==> src/rtl/seq_counter_param.sv <==
// Loadable up/down counter, range 0..MAX_VAL, wrap or saturate, registered wrap pulse.
// Optional registered Gray-coded output enabled by defining SEQ_COUNTER_GRAY_OUT_EN.
module seq_counter_param #(
  parameter int WIDTH   = 3,
  parameter int MAX_VAL = (1 << WIDTH) - 1,
  parameter int RST_VAL = 0
) (
  input  logic             clk,
  input  logic             clr_n,
  input  logic             en,
  input  logic             load_en,
  input  logic [WIDTH-1:0] data_in,
  input  logic             up_dn,
  input  logic             sat_mode,
`ifdef SEQ_COUNTER_GRAY_OUT_EN
  output logic [WIDTH-1:0] gray_out,
`endif
  output logic [WIDTH-1:0] data_out,
  output logic             wrap_o,
  output logic             at_bound
);

  localparam logic [WIDTH-1:0] MAX_V = WIDTH'(MAX_VAL);
  localparam logic [WIDTH-1:0] RST_V = WIDTH'(RST_VAL);
  localparam logic [WIDTH-1:0] ONE   = WIDTH'(1);

  logic [WIDTH-1:0] count_reg;
  logic [WIDTH-1:0] count_next;
  logic             wrap_reg;
  logic             wrap_next;
  logic [WIDTH-1:0] load_val;

  // Out-of-range loads clamp to the bound so values above MAX_VAL stay unreachable.
  assign load_val = (data_in > MAX_V) ? MAX_V : data_in;

  always_comb begin
    count_next = count_reg;
    wrap_next  = 1'b0;
    if (load_en) begin
      count_next = load_val;
    end else if (en) begin
      if (up_dn) begin
        if (count_reg >= MAX_V) begin
          if (!sat_mode) begin
            count_next = '0;
            wrap_next  = 1'b1;
          end
        end else begin
          count_next = count_reg + ONE;
        end
      end else begin
        if (count_reg == '0) begin
          if (!sat_mode) begin
            count_next = MAX_V;
            wrap_next  = 1'b1;
          end
        end else begin
          count_next = count_reg - ONE;
        end
      end
    end
  end

  always_ff @(posedge clk or negedge clr_n) begin
    if (!clr_n) begin
      count_reg <= RST_V;
      wrap_reg  <= 1'b0;
    end else begin
      count_reg <= count_next;
      wrap_reg  <= wrap_next;
    end
  end

  assign data_out = count_reg;
  assign wrap_o   = wrap_reg;
  assign at_bound = (count_reg == (up_dn ? MAX_V : '0));

`ifdef SEQ_COUNTER_GRAY_OUT_EN
  logic [WIDTH-1:0] gray_reg;

  // Encoded from count_next so the Gray value lands on the same edge as data_out.
  always_ff @(posedge clk or negedge clr_n) begin
    if (!clr_n) begin
      gray_reg <= RST_V ^ (RST_V >> 1);
    end else begin
      gray_reg <= count_next ^ (count_next >> 1);
    end
  end

  assign gray_out = gray_reg;
`endif

endmodule

==> config.mk <==
export PLATFORM = sky130hd
export DESIGN_NAME = seq_counter_param
export DESIGN_NICKNAME = d
export VERILOG_FILES = /design/src/rtl/seq_counter_param.sv
export SDC_FILE = /design/constraint.sdc
export NUM_CORES = 1
export LEC_CHECK = 0
export ABC_AREA = 1
export CORE_AREA = 2 2 39 41
export CTS_BUF_LIST = sky130_fd_sc_hd__clkbuf_2
export DETAILED_ROUTE_END_ITERATION = 12
export DIE_AREA = 0 0 41 43
export PLACE_DENSITY = 0.58
export SETUP_SLACK_MARGIN = 0.2
export SYNTH_ARGS = -nofsm -noshare
export SYNTH_HDL_FRONTEND = slang
export SYNTH_SLANG_ARGS = --single-unit
==> constraint.sdc <==
create_clock -name clk -period 3.2 [get_ports clk]
set_input_delay 0.8 -clock clk [delete_from_list [all_inputs] [get_ports clk]]
set_output_delay 0.8 -clock clk [all_outputs]
set_load 0.01 [all_outputs]
# Yosys cells after proc, flatten, opt, wreduce, memory -nomap -nowiden
# Index checks and enable logic that the tools add are counted.
dict set report totals {
  wordCells 27
  regBits 4
  input_bits 9
}
dict set report classes {
  mux 15
  magnitude_cmp 2
  n_eq_ne 3
  reduce_logical 3
  add_sub_neg 2
}
# op n
set ops {}
lappend ops {{$mux W3} 9}
lappend ops {{$ne A4 B4 Y1 const B} 2}
lappend ops {{$mux W1} 6}
lappend ops {{$add A3 B1 Y3 const B} 1}
lappend ops {{$eq A3 B3 Y1} 1}
lappend ops {{$ge A3 B3 Y1 const B} 1}
lappend ops {{$gt A3 B3 Y1 const B} 1}
lappend ops {{$logic_not A3 Y1} 1}
lappend ops {{$reduce_and A3 Y1} 1}
lappend ops {{$sub A3 B1 Y3 const B} 1}
lappend ops {{$reduce_bool A2 Y1} 1}

# Depth between registers and ports, before layout
dict set report depth {
  word_depth 5
  depth_mapped 10
}

# Least setup slack after synthesis
# No wires, ideal clock.
dict set report synth_path {
  path_kind {input to output}
  from {input up_dn}
  to {output at_bound}
  path_slack_ns 1.261
  t_arrival_ns 1.139
  required_time_ns 2.400
  cell_stages 2
  path_buffers 0
  path_cell_list {inv_2 o21ai_0}
}
dict set report synth_via {
  elab_chain_len 2
}
# element line_no
set synth_lines {}
lappend synth_lines {{start: declaration} 13} ;# input logic up_dn,
lappend synth_lines {{$mux W3} 76} ;# assign at_bound = (count_reg == (up_dn ? MAX_V : '0));
lappend synth_lines {{$eq A3 B3 Y1} 76}
lappend synth_lines {{end: declaration} 20} ;# output logic at_bound
# No other way between the ends.

# Worst setup path in the final report
# Ends and elaborated chain as after synthesis.

==> impl_metrics.tcl <==
set metrics [dict create \
    setup_tns_ns 0 \
    r2r_start "data_out[0]" \
    yosys.cell_count.top_type "nand2_1" \
    setup.worst_path.class "input pin to primary output" \
    ys.warnings.count 0 \
    fin_worst_hold_slack_ns 0.5740 \
    grt_setup_unrepaired "false" \
    num_io_pins 14 \
    placement.setup.worst_slack_ns 0.2619 \
    clock.fmax_mhz 390.4 \
    core_region_area_sq_um 1384 \
    detailedRoute.firstIterationViolations 21 \
    final_nets 96 \
    clk_path_buf_depth 2 \
    cp-start-kind "input pin" \
    setup_viol 0 \
    syn_nets 78 \
    postSynthRegisterBits 4 \
    via_per_inst 4.701 \
    worstMarginPinSlew_ns 0.2859 \
    synth.top_cells.by_area "nand2_1 25%, dfrtp_1 24%, ha_1 12%, nand3_2 7.1%, nand2_2 5.9%" \
    htreeDepth 1 \
    synth_edf_count 0 \
    tritoncts "built" \
    vdd.ir_drop.worst_uv 150.3 \
    timing.critical_path.arrival_ns 1.76 \
    power_density_nw_per_um2 413.6 \
    yosys.area.top_type "nand2_1" \
    area_delta_synth_final_pct 39.64 \
    dr_total_vias 456 \
    first_pass_iters 4 \
    finalCritPeriodShare_pct 80.05 \
    synthesis.area_per_instance_sq_um 6.506 \
    route.antenna.remaining_nets 0 \
    post_synth_num_cell_types 14 \
    route.final.wire_length_um 914 \
    die_h_um 43 \
    grt_antenna_before_repair 0 \
    gr-total-overflow 0 \
    die_w_um 41 \
    combined_area_of_all_synthesized_cells_sq_um 422.9 \
    numCtsBuffers 3 \
    cp_data_required_time_ns 2.40 \
    insertedDiodeCount 0 \
    sequential_cell_area_sq_um 100.1 \
    seq_area_frac_synth_pct 23.67 \
    clock-root-buffer "clkbuf_2" \
    max_cap_viol_count 0 \
    placementRows 14 \
    multiInputGateArea_sq_um 292.8 \
    clkLatencyLatePin_ns 0.20 \
    period_minus_slack_ns 2.562 \
    slew_headroom_pct 80.88 \
    final.setup_skew_ns 0.002964 \
    worst_slack_ns 0.6385 \
    total_leakage_power_nw 0.3258 \
    drive_above_1_share_pct 18.52 \
    start_util_pct 30.56 \
    layout.filler_cells 152 \
    gr-usage-all-layers_pct 11.79 \
    clk_pin_slew_ns 0.04 \
    outcome "finished, final reports clean" \
    timing.critical_path.from "up_dn" \
    full_die_area_sq_um 1763 \
    finalMaxSlewViolations 0 \
    via_count_of_the_first_global_routing_pass 397 \
    postSynthCellCount 65 \
    postSynth.asyncResetShare_pct 100.0 \
    dp_hpwl_um 752.1 \
    hold_path.startpoint "data_out[1]" \
    crit_path_max_fanout 6 \
    hold_viol 0 \
    detail_routed_net_length_per_standard_cell_um 9.423 \
    wire_length_of_the_first_global_routing_pass_um 1497 \
    synth_top_cells_by_count "28 x nand2_1, 5 x inv_1" \
    timing.critical_path.to_type "primary output" \
    drc_errors 0 \
    hold_path_class "register to register" \
    numClockSinks 4 \
    synth_top_area_share_pct 24.85 \
    gpl.final_weighted_congestion 0.7201 \
    io_buffers 13 \
    grt_start_max_net_pins 8 \
    ys.flop_type "dfrtp_1" \
]
## final timing paths
kind,endpoint,slack [ns],cells past startpoint
setup / recovery,at_bound,0.64,5
hold / removal,data_out[1],0.57,2
hold reg to reg,data_out[1],0.57,2
min in group asynchronous,wrap_o,0.79,1
max in group asynchronous,data_out[0],2.25,1
setup reg to reg,data_out[2],1.73,9
## power breakdown
part	internal (W)	switching [W]	total (W)
clock	0.0000252	0.0000196	0.0000448
combinational	0.0000588	0.0000669	0.000126
sequential	0.0000591	0.0000147	0.0000738
total	0.000143	0.000101	0.000244
## timing repair
item                                    4_1_cts  5_1_grt
buffers inserted                              0        0
hold endpoints to repair                      0        0
resized for setup                             0        1
endpoints found under the setup margin        0        1
hold buffers                                  0        0
## sequential cells by signal, indices dropped and copies added (netlist names)
register  count
data_out      3
wrap_o        1
## metrics by stage
step | std cells | total power (W) | utilization [%] | area, sq um
after global routing | 97 | 0.0002702 | 42.68 | 590.6
after global placement | 94 | 0.0002036 | 41.41 | 573.1
after CTS | 97 | 0.0002487 | 42.50 | 588.1
final | 97 | 0.0002443 | 42.68 | 590.6
after floorplan | 65 | 0.0001511 | - | 422.9
after detailed placement | 94 | 0.0002021 | 41.41 | 573.1
## worst max-delay path: stages
cell             delay [ns]
clkdlybuf4s50_1        0.54
inv_2                  0.09
nand4_1                0.09
o21ai_0                0.07
dlymetal6s2s_1         0.17
## routing by layer
metal	vias to the layer above	routed length, um	global-route usage, %	share of wire [%]
met3	0	29	3.141	3.2
met4	0	0	2.000	0
met2	10	492	20.00	54
met1	207	391	14.33	43
met5	-	0	0	0
li1	239	-	-	-
## layout make-up
class,instances,area share (%)
clock buffer,3,2.542
inverter,8,5.085
multi-input combinational,53,49.58
sequential,4,16.95
tap,16,3.390
timing repair buffer,13,22.46
## cells in the final DEF (no fill, tap or decap)
master | netlist | layout
dfrtp_1 | 4 | 4
o21ai_0 | 2 | 2
nand3_1 | 4 | 4
nand2_2 | 4 | 4
nor2_4 | 1 | 1
clkbuf_2 | 0 | 3
nor2_1 | 3 | 3
dlymetal6s2s_1 | 0 | 1
clkdlybuf4s50_1 | 0 | 12
nand4_1 | 2 | 2
inv_2 | 3 | 3
nor4_2 | 1 | 1
ha_1 | 4 | 4
nand2_1 | 28 | 28
inv_1 | 5 | 5
nand3_2 | 3 | 3
a21oi_1 | 1 | 1
## cells by family after synthesis
kind of cell,Yosys count,share of synthesized area (%)
buffers and inverters,8,7.101
and+or+nand+nor,46,53.84
adders and majority gates,4,11.83
DFF,4,23.67
AOI/OAI and AO/OA,3,3.549
(Power assumes the default switching activity.)
